File: src/rtl/matmul_pkg.sv
// Shared types and default widths for the matrix-multiply sequencer.
//   state_t      : sequencer states
//   *_W_DEF      : default bus/dimension/element widths
package matmul_pkg;

   localparam int ADDR_W_DEF = 16;
   localparam int DIM_W_DEF  = 16;
   localparam int DATA_W_DEF = 32;

   typedef enum logic [2:0] {
      IDLE  = 3'd0,
      LOAD  = 3'd1,
      FETCH = 3'd2,
      WAIT  = 3'd3,
      MAC   = 3'd4,
      WRITE = 3'd5,
      DONE  = 3'd6
   } state_t;

endpackage

File: src/rtl/matmul_mac.sv
// Signed multiply-accumulate with writeback output stage.
//   clk, rst_n : clock, synchronous active-low reset
//   clr        : zero the accumulator (takes priority over en)
//   en         : acc += op_a * op_b (full-precision signed product)
//   op_a, op_b : signed operands
//   wdata      : writeback value for C
// Build option MATMUL_SATURATE_EN: clamp acc to the signed DATA_W range on
// writeback; otherwise the low DATA_W bits are written (wrapping).
module matmul_mac import matmul_pkg::*; #(
   parameter int DATA_W = DATA_W_DEF,
   parameter int ACC_W  = 2*DATA_W+8
) (
   input  logic                     clk,
   input  logic                     rst_n,
   input  logic                     clr,
   input  logic                     en,
   input  logic signed [DATA_W-1:0] op_a,
   input  logic signed [DATA_W-1:0] op_b,
   output logic        [DATA_W-1:0] wdata
);

   localparam int PROD_W = 2*DATA_W;

   logic signed [ACC_W-1:0]  acc;
   logic signed [PROD_W-1:0] prod;
   logic signed [ACC_W-1:0]  prod_ext;

   assign prod     = op_a * op_b;
   assign prod_ext = {{(ACC_W-PROD_W){prod[PROD_W-1]}}, prod};

   always_ff @(posedge clk) begin
      if (!rst_n) begin
         acc <= '0;
      end else if (clr) begin
         acc <= '0;
      end else if (en) begin
         acc <= acc + prod_ext;
      end
   end

`ifdef MATMUL_SATURATE_EN
   localparam logic signed [ACC_W-1:0] SAT_MAX =
      {{(ACC_W-DATA_W+1){1'b0}}, {(DATA_W-1){1'b1}}};
   localparam logic signed [ACC_W-1:0] SAT_MIN =
      {{(ACC_W-DATA_W+1){1'b1}}, {(DATA_W-1){1'b0}}};

   always_comb begin
      wdata = acc[DATA_W-1:0];
      if (acc > SAT_MAX) begin
         wdata = SAT_MAX[DATA_W-1:0];
      end else if (acc < SAT_MIN) begin
         wdata = SAT_MIN[DATA_W-1:0];
      end
   end
`else
   assign wdata = acc[DATA_W-1:0];
`endif

endmodule

File: src/rtl/matmul_ctrl.sv
// Sequencer for C[m][p] = A[m][n] x B[n][p], row-major, word addressed.
// Ports:
//   clk_i, rst_ni                 : clock, synchronous active-low reset
//   start_i                       : start pulse (ignored while busy_o)
//   a_base_i, b_base_i, c_base_i  : matrix base addresses
//   m_i, n_i, p_i                 : dimensions, sampled on accepted start
//   end_o, busy_o                 : completion pulse, job in progress
//   a_req/addr/gnt/rvalid/rdata   : A read bus (one outstanding access)
//   b_req/addr/gnt/rvalid/rdata   : B read bus (one outstanding access)
//   c_req/addr/wdata/gnt          : C write bus
// Build option MATMUL_SATURATE_EN selects saturating writeback (see matmul_mac).
//
// state | meaning
// IDLE  | waiting for start_i
// LOAD  | job parameters latched; skip to DONE on any zero dimension
// FETCH | A and B requests raised for element k
// WAIT  | collecting A/B read data
// MAC   | acc += A[i][k]*B[k][j]; next k or writeback
// WRITE | C[i][j] write held until c_gnt_i; advance j, then i
// DONE  | end_o pulse, then back to IDLE
module matmul_ctrl import matmul_pkg::*; #(
   parameter int ADDR_W = ADDR_W_DEF,
   parameter int DIM_W  = DIM_W_DEF,
   parameter int DATA_W = DATA_W_DEF,
   parameter int ACC_W  = 2*DATA_W+8
) (
   input  logic              clk_i,
   input  logic              rst_ni,
   input  logic              start_i,
   input  logic [ADDR_W-1:0] a_base_i,
   input  logic [ADDR_W-1:0] b_base_i,
   input  logic [ADDR_W-1:0] c_base_i,
   input  logic [DIM_W-1:0]  m_i,
   input  logic [DIM_W-1:0]  n_i,
   input  logic [DIM_W-1:0]  p_i,
   output logic              end_o,
   output logic              busy_o,
   output logic              a_req_o,
   output logic [ADDR_W-1:0] a_addr_o,
   input  logic              a_gnt_i,
   input  logic              a_rvalid_i,
   input  logic [DATA_W-1:0] a_rdata_i,
   output logic              b_req_o,
   output logic [ADDR_W-1:0] b_addr_o,
   input  logic              b_gnt_i,
   input  logic              b_rvalid_i,
   input  logic [DATA_W-1:0] b_rdata_i,
   output logic              c_req_o,
   output logic [ADDR_W-1:0] c_addr_o,
   output logic [DATA_W-1:0] c_wdata_o,
   input  logic              c_gnt_i
);

   state_t              state;
   logic [DIM_W-1:0]    m_r, n_r, p_r;
   logic [DIM_W-1:0]    i_cnt, j_cnt, k_cnt;
   logic [ADDR_W-1:0]   b_base_r;
   // a_row = a_base + i*n, b_col = b_base + j; the live pointers step from these.
   logic [ADDR_W-1:0]   a_row, a_ptr, b_col, b_ptr, c_ptr;
   logic                a_have, b_have;
   logic [DATA_W-1:0]   a_data, b_data;

   logic                last_k, last_j, last_i;
   logic [ADDR_W-1:0]   n_step, p_step;
   logic                mac_clr, mac_en;

   assign last_k = (k_cnt == n_r - DIM_W'(1));
   assign last_j = (j_cnt == p_r - DIM_W'(1));
   assign last_i = (i_cnt == m_r - DIM_W'(1));
   assign n_step = ADDR_W'(n_r);
   assign p_step = ADDR_W'(p_r);

   assign a_addr_o = a_ptr;
   assign b_addr_o = b_ptr;
   assign c_addr_o = c_ptr;

   assign mac_en  = (state == MAC);
   assign mac_clr = (state == LOAD) || ((state == WRITE) && c_gnt_i);

   always_ff @(posedge clk_i) begin
      if (!rst_ni) begin
         state    <= IDLE;
         m_r      <= '0;
         n_r      <= '0;
         p_r      <= '0;
         i_cnt    <= '0;
         j_cnt    <= '0;
         k_cnt    <= '0;
         b_base_r <= '0;
         a_row    <= '0;
         a_ptr    <= '0;
         b_col    <= '0;
         b_ptr    <= '0;
         c_ptr    <= '0;
         a_have   <= 1'b0;
         b_have   <= 1'b0;
         a_data   <= '0;
         b_data   <= '0;
         a_req_o  <= 1'b0;
         b_req_o  <= 1'b0;
         c_req_o  <= 1'b0;
         end_o    <= 1'b0;
         busy_o   <= 1'b0;
      end else begin
         // Handshakes on A/B run through FETCH and WAIT alike: gnt and rvalid
         // may land in the request cycle itself.
         if (state == FETCH || state == WAIT) begin
            if (a_req_o && a_gnt_i) a_req_o <= 1'b0;
            if (b_req_o && b_gnt_i) b_req_o <= 1'b0;
            if (!a_have && a_rvalid_i) begin
               a_have <= 1'b1;
               a_data <= a_rdata_i;
            end
            if (!b_have && b_rvalid_i) begin
               b_have <= 1'b1;
               b_data <= b_rdata_i;
            end
         end

         case (state)
            IDLE: begin
               if (start_i) begin
                  m_r      <= m_i;
                  n_r      <= n_i;
                  p_r      <= p_i;
                  b_base_r <= b_base_i;
                  a_row    <= a_base_i;
                  a_ptr    <= a_base_i;
                  b_col    <= b_base_i;
                  b_ptr    <= b_base_i;
                  c_ptr    <= c_base_i;
                  i_cnt    <= '0;
                  j_cnt    <= '0;
                  k_cnt    <= '0;
                  busy_o   <= 1'b1;
                  state    <= LOAD;
               end
            end
            LOAD: begin
               if (m_r == '0 || n_r == '0 || p_r == '0) begin
                  end_o <= 1'b1;
                  state <= DONE;
               end else begin
                  a_req_o <= 1'b1;
                  b_req_o <= 1'b1;
                  a_have  <= 1'b0;
                  b_have  <= 1'b0;
                  state   <= FETCH;
               end
            end
            FETCH: begin
               state <= WAIT;
            end
            WAIT: begin
               if ((a_have || a_rvalid_i) && (b_have || b_rvalid_i)) begin
                  state <= MAC;
               end
            end
            MAC: begin
               if (!last_k) begin
                  k_cnt   <= k_cnt + DIM_W'(1);
                  a_ptr   <= a_ptr + ADDR_W'(1);
                  b_ptr   <= b_ptr + p_step;
                  a_req_o <= 1'b1;
                  b_req_o <= 1'b1;
                  a_have  <= 1'b0;
                  b_have  <= 1'b0;
                  state   <= FETCH;
               end else begin
                  c_req_o <= 1'b1;
                  state   <= WRITE;
               end
            end
            WRITE: begin
               if (c_gnt_i) begin
                  c_req_o <= 1'b0;
                  c_ptr   <= c_ptr + ADDR_W'(1);
                  k_cnt   <= '0;
                  a_have  <= 1'b0;
                  b_have  <= 1'b0;
                  if (!last_j) begin
                     j_cnt   <= j_cnt + DIM_W'(1);
                     a_ptr   <= a_row;
                     b_col   <= b_col + ADDR_W'(1);
                     b_ptr   <= b_col + ADDR_W'(1);
                     a_req_o <= 1'b1;
                     b_req_o <= 1'b1;
                     state   <= FETCH;
                  end else if (!last_i) begin
                     j_cnt   <= '0;
                     i_cnt   <= i_cnt + DIM_W'(1);
                     a_row   <= a_row + n_step;
                     a_ptr   <= a_row + n_step;
                     b_col   <= b_base_r;
                     b_ptr   <= b_base_r;
                     a_req_o <= 1'b1;
                     b_req_o <= 1'b1;
                     state   <= FETCH;
                  end else begin
                     end_o <= 1'b1;
                     state <= DONE;
                  end
               end
            end
            DONE: begin
               end_o  <= 1'b0;
               busy_o <= 1'b0;
               state  <= IDLE;
            end
            default: state <= IDLE;
         endcase
      end
   end

   matmul_mac #(
      .DATA_W (DATA_W),
      .ACC_W  (ACC_W)
   ) u_mac (
      .clk   (clk_i),
      .rst_n (rst_ni),
      .clr   (mac_clr),
      .en    (mac_en),
      .op_a  (a_data),
      .op_b  (b_data),
      .wdata (c_wdata_o)
   );

endmodule
File: config.mk
export PLATFORM = sky130hd
export DESIGN_NAME = matmul_ctrl
export DESIGN_NICKNAME = d
export VERILOG_FILES = /design/src/rtl/matmul_pkg.sv /design/src/rtl/matmul_mac.sv /design/src/rtl/matmul_ctrl.sv
export SDC_FILE = /design/constraint.sdc
export NUM_CORES = 2
export LEC_CHECK = 0
export BUFFER_PORTS_ARGS = -buffer_cell sky130_fd_sc_hd__buf_4
export CAP_MARGIN = 20
export CORE_MARGIN = 4
export CORE_UTILIZATION = 55
export CTS_BUF_LIST = sky130_fd_sc_hd__clkbuf_16
export CTS_CLUSTER_DIAMETER = 60
export DETAILED_ROUTE_END_ITERATION = 8
export PLACE_DENSITY = 0.88
export SYNTH_ARGS = -nofsm -noshare
export SYNTH_HDL_FRONTEND = slang
export SYNTH_SLANG_ARGS = --single-unit
File: constraint.sdc
create_clock -name clk_i -period 6.7 [get_ports clk_i]
set_input_delay 1.005 -clock clk_i [delete_from_list [all_inputs] [get_ports clk_i]]
set_output_delay 1.005 -clock clk_i [all_outputs]
set_load 0.005 [all_outputs]
==> flow_results.org <==
** Run status
- The run finished, with violations left.
- Violations in the final reports :: negative setup slack

** CTS
- Number of buffers inserted during clock tree synthesis :: 40
- The H-tree was split into 2 levels.
- Clock-pin slew was measured on the worst setup and hold paths at 0.06 ns.
- Clock latency at the later pin of the worst-skew pair :: 0.61 ns
- Root buffer selected by CTS :: sky130_fd_sc_hd__clkbuf_16
- For this design, the sink count on the clock tree is 298.
- The clock passes through at most 3 buffers.
- Post-CTS Hold Buffers :: 0
- Clock tree from TritonCTS :: yes

** Worst hold path
- In this run the worst hold path is classified as flop to flop.

** Synthesis
- The netlist uses 73 different library cells.
- Post-synthesis area per instance :: 8.16 um^2
- During synthesis, Yosys emitted a total of 0 warnings.
- In this run the cell area of the synthesized design comes to 33,200 um^2.
- Yosys mapped a number of flops with a built-in enable equal to 0.
- Among all flip-flop cells after synthesis, the most frequent one is sky130_fd_sc_hd__dfxtp_1.
- After technology mapping, the gate count stands at 4,072.
- For this run, asynchronously set or reset flops after synthesis account for 0%.
- Synthesis inferred 298 register bits.
- Synthesis produced a netlist with a net count of 4,873.
- Fraction of the yosys area taken by sequential cells :: 18.0%

** Worst setup path
- The worst setup path is captured at a flop.
- Type of origin of the critical path :: flop
- Critical path peak fanout :: 10
- Data required time of the critical path :: 7.19 ns
- For the worst setup path, the data arrival time is 7.51 ns.
- Worst setup path class :: flop to flop

** Finish
- Leaving out fill and tap cells, the most frequent cells in the layout are sky130_fd_sc_hd__nand2_1 (623), sky130_fd_sc_hd__inv_1 (558), sky130_fd_sc_hd__buf_4 (456).
- P&R area growth vs syn :: 17.5%
- Fin cells :: 5,170
- In the final layout, the share of cells above drive strength 1 is 15.2%.
- The library cell used most frequently in the layout, excluding fill and tap cells, is sky130_fd_sc_hd__nand2_1.
- The net count of the finished layout is 5,164.

** Timing
- Achievable frequency :: 143 MHz
- Fin crit period :: 7.01 ns
- Setup repair after global routing could not meet its margin everywhere.
- Post-route clock skew :: 0.0383 ns
- Final Max Slew Viols :: 0
- The total count of hold-check failures in the final report is 0.
- Final Cycle Share :: 105%
- Once routing completed, OpenROAD measured the worst setup slack at -0.312 ns.
- # setup viols final :: 7
- Setup TNS :: -1.29 ns
- Worst Tran Pin Value :: 1.16 ns
- Tightest slew margin relative to the limit :: 22.4%
- Hold timing on the final database bottoms out at a slack of 0.455 ns.

** Floorplan
- The region available for standard cell placement spans 59,400 um^2.
- Die height :: 254 um
- The floorplan step defined a die boundary enclosing 64,400 um^2.
- Effective utilization at floorplan :: 56.0%
- Pin placement for this block handled 253 I/O pins.
- Measured along the x axis, the die boundary spans 254 um.
- After floorplanning, the core was divided into 89 placement rows.

** GRT
- Gr ovfl total :: 0
- Vias in the first global route :: 31,027
- Met3 GRT Util :: 9.06%
- The global routing stage identified its most utilized layer as met2.
- In the global route stage, met1 resource usage came out at 39.9%.
- Wire length of the first global-routing pass :: 164 mm
- In the global route stage, met2 resource usage came out at 52.3%.
- Largest net degree at the start of global routing :: 88
- In the global route stage, overall resource usage came out at 32.1%.
- Number of antenna violations at the first check in global routing :: 10

** Pwr
- IR analysis of the VDD net gives a maximum drop of 0.000233 V.
- Ratio of total power to cell area :: 192 nW/um^2
- Leak Pwr :: 17.6 nW
- Power consumption :: 7.49 mW

** Routing
- DRC violations left :: 0
- The count of nets left with antenna violations once routing finished came out at 0.
- Wires add up to 105 mm.
- DR pass1 iterations :: 7
- For this block, the via count after detailed routing is 30,443.
- WL per Instance :: 20.4 um
- Iteration-0 DRC Markers :: 3,171
- Dividing the detail-routed via count by the number of cells gives 5.89.

** Place
- Detailed placement finished with a half-perimeter wire length of 80.8 mm.
- Placed cells :: 5,086
- Routability-driven placement finished with a final weighted congestion of 0.977.
- Port buffering added 252 buffers.

** Run
- Count of maximum capacitance violations :: 0
## metal layers
layer	vias up	wire length, um
li1	13571	-
met1	14569	38500
met2	1847	48900
met3	444	12400
met4	12	5680
met5	-	79
## power by group
part	leakage (nW)	switching [mW]	total [mW]	internal [mW]
Combinational	14.5	1.73	2.89	1.15
Clock	0.647	0.932	2.12	1.19
Sequential	2.45	0.420	2.48	2.06
Total	17.6	3.08	7.49	4.41
## final timing paths
check / start / endpoint / slack (ns) / cells after the start
setup / recovery: b_data[7] / u_mac.acc[31] / -0.31 / 26
hold / removal: a_data[31] / a_data[31] / 0.46 / 2
setup reg to reg: b_data[7] / u_mac.acc[31] / -0.31 / 26
hold reg to reg: a_data[31] / a_data[31] / 0.46 / 2
## per-stage QoR
| stage | area, um^2 | util (%) | worst slack (ns) |
|---|---|---|---|
| floorplan | 33300 | - | 0.00124 |
| global placement | 37200 | 62.6 | -0.368 |
| detailed placement | 37200 | 62.6 | -0.526 |
| CTS | 38800 | 65.3 | -0.149 |
| global route | 39000 | 65.7 | -0.523 |
| finish | 39000 | 65.7 | -0.312 |
## Yosys cell counts (6+ instances only)
master / number / share of area (%)
sky130_fd_sc_hd__ha_1: 193 / 7.3
sky130_fd_sc_hd__fa_1: 440 / 27
sky130_fd_sc_hd__o21bai_1: 8 / 0.18
sky130_fd_sc_hd__nor2_1: 186 / 2.1
sky130_fd_sc_hd__mux2i_1: 33 / 0.99
sky130_fd_sc_hd__o21a_1: 13 / 0.29
sky130_fd_sc_hd__and4_1: 6 / 0.16
sky130_fd_sc_hd__buf_1: 9 / 0.10
sky130_fd_sc_hd__o211ai_1: 22 / 0.50
sky130_fd_sc_hd__xnor2_1: 150 / 4.0
sky130_fd_sc_hd__a311oi_1: 6 / 0.16
sky130_fd_sc_hd__o22ai_1: 20 / 0.38
sky130_fd_sc_hd__inv_1: 556 / 6.3
sky130_fd_sc_hd__or4_1: 12 / 0.27
sky130_fd_sc_hd__nand3b_1: 9 / 0.20
sky130_fd_sc_hd__nand4_1: 24 / 0.45
sky130_fd_sc_hd__nor3_1: 40 / 0.60
sky130_fd_sc_hd__xor2_1: 72 / 1.9
sky130_fd_sc_hd__nand3_1: 67 / 1.0
sky130_fd_sc_hd__a21o_1: 21 / 0.47
sky130_fd_sc_hd__o21ai_0: 137 / 2.1
sky130_fd_sc_hd__dfxtp_1: 298 / 18
sky130_fd_sc_hd__a21oi_1: 327 / 4.9
sky130_fd_sc_hd__and3_1: 31 / 0.58
sky130_fd_sc_hd__nor3b_1: 7 / 0.16
sky130_fd_sc_hd__nor4_1: 25 / 0.47
sky130_fd_sc_hd__clkbuf_1: 214 / 2.4
sky130_fd_sc_hd__nand2_1: 626 / 7.1
sky130_fd_sc_hd__a31oi_1: 23 / 0.43
sky130_fd_sc_hd__and2_1: 332 / 6.3
sky130_fd_sc_hd__nand2b_1: 15 / 0.28
sky130_fd_sc_hd__buf_2: 12 / 0.18
sky130_fd_sc_hd__a211oi_1: 25 / 0.57
sky130_fd_sc_hd__o31ai_1: 8 / 0.18
sky130_fd_sc_hd__or3_1: 19 / 0.36
## flip-flops by register name (all words and copies together), names as in the netlist, 16 cells and up
signal	cells
a_data	32
b_data	32
u_mac.acc	32
a_addr_o	16
a_row	16
b_addr_o	16
b_base_r	16
b_col	16
c_addr_o	16
i_cnt	16
j_cnt	16
k_cnt	16
m_r	16
n_r	16
p_r	16
## timing repair
action,in CTS,in global routing
resized for setup,83,47
cloned,1,1
pin swaps,52,33
setup endpoints to repair,11,12
setup buffers,4,2
## cell type report
class / instances / area, um^2
fill: 4406 / 20300
antenna: 4 / 10.0
clock buffer: 40 / 1000
sequential: 298 / 6030
clock inverter: 32 / 280
tap: 773 / 967
multi-input combinational: 2983 / 24700
timing repair buffer: 484 / 3930
inverter: 556 / 2090
## critical path, stage by stage (launching register included)
cell and delay [ns]:
sky130_fd_sc_hd__dfxtp_4 0.36, sky130_fd_sc_hd__bufbuf_16 0.28, sky130_fd_sc_hd__buf_4 0.15, sky130_fd_sc_hd__and2_1 0.14, sky130_fd_sc_hd__fa_1 0.42, sky130_fd_sc_hd__fa_2 0.46
sky130_fd_sc_hd__fa_1 0.65, sky130_fd_sc_hd__inv_1 0.09, sky130_fd_sc_hd__fa_1 0.49, sky130_fd_sc_hd__inv_1 0.05, sky130_fd_sc_hd__ha_1 0.28, sky130_fd_sc_hd__ha_1 0.31
sky130_fd_sc_hd__fa_1 0.49, sky130_fd_sc_hd__inv_1 0.06, sky130_fd_sc_hd__fa_1 0.49, sky130_fd_sc_hd__inv_1 0.05, sky130_fd_sc_hd__ha_1 0.28, sky130_fd_sc_hd__o21a_1 0.12
sky130_fd_sc_hd__o21ai_1 0.07, sky130_fd_sc_hd__o21a_1 0.19, sky130_fd_sc_hd__a31o_4 0.22, sky130_fd_sc_hd__o31a_1 0.30, sky130_fd_sc_hd__o31ai_4 0.30, sky130_fd_sc_hd__a2111oi_4 0.11
sky130_fd_sc_hd__o21bai_1 0.19, sky130_fd_sc_hd__xnor2_1 0.11, sky130_fd_sc_hd__a211oi_1 0.22
## cell families after synthesis
| kind of cell | synth area share (%) |
|---|---|
| mux | 0.995 |
| simple gates | 20.6 |
| flops | 18.0 |
| xor+xnor | 5.85 |
| compound gates | 11.9 |
| buf+inv | 8.99 |
| fa+ha+maj | 33.8 |
(Power assumes the default switching activity.)
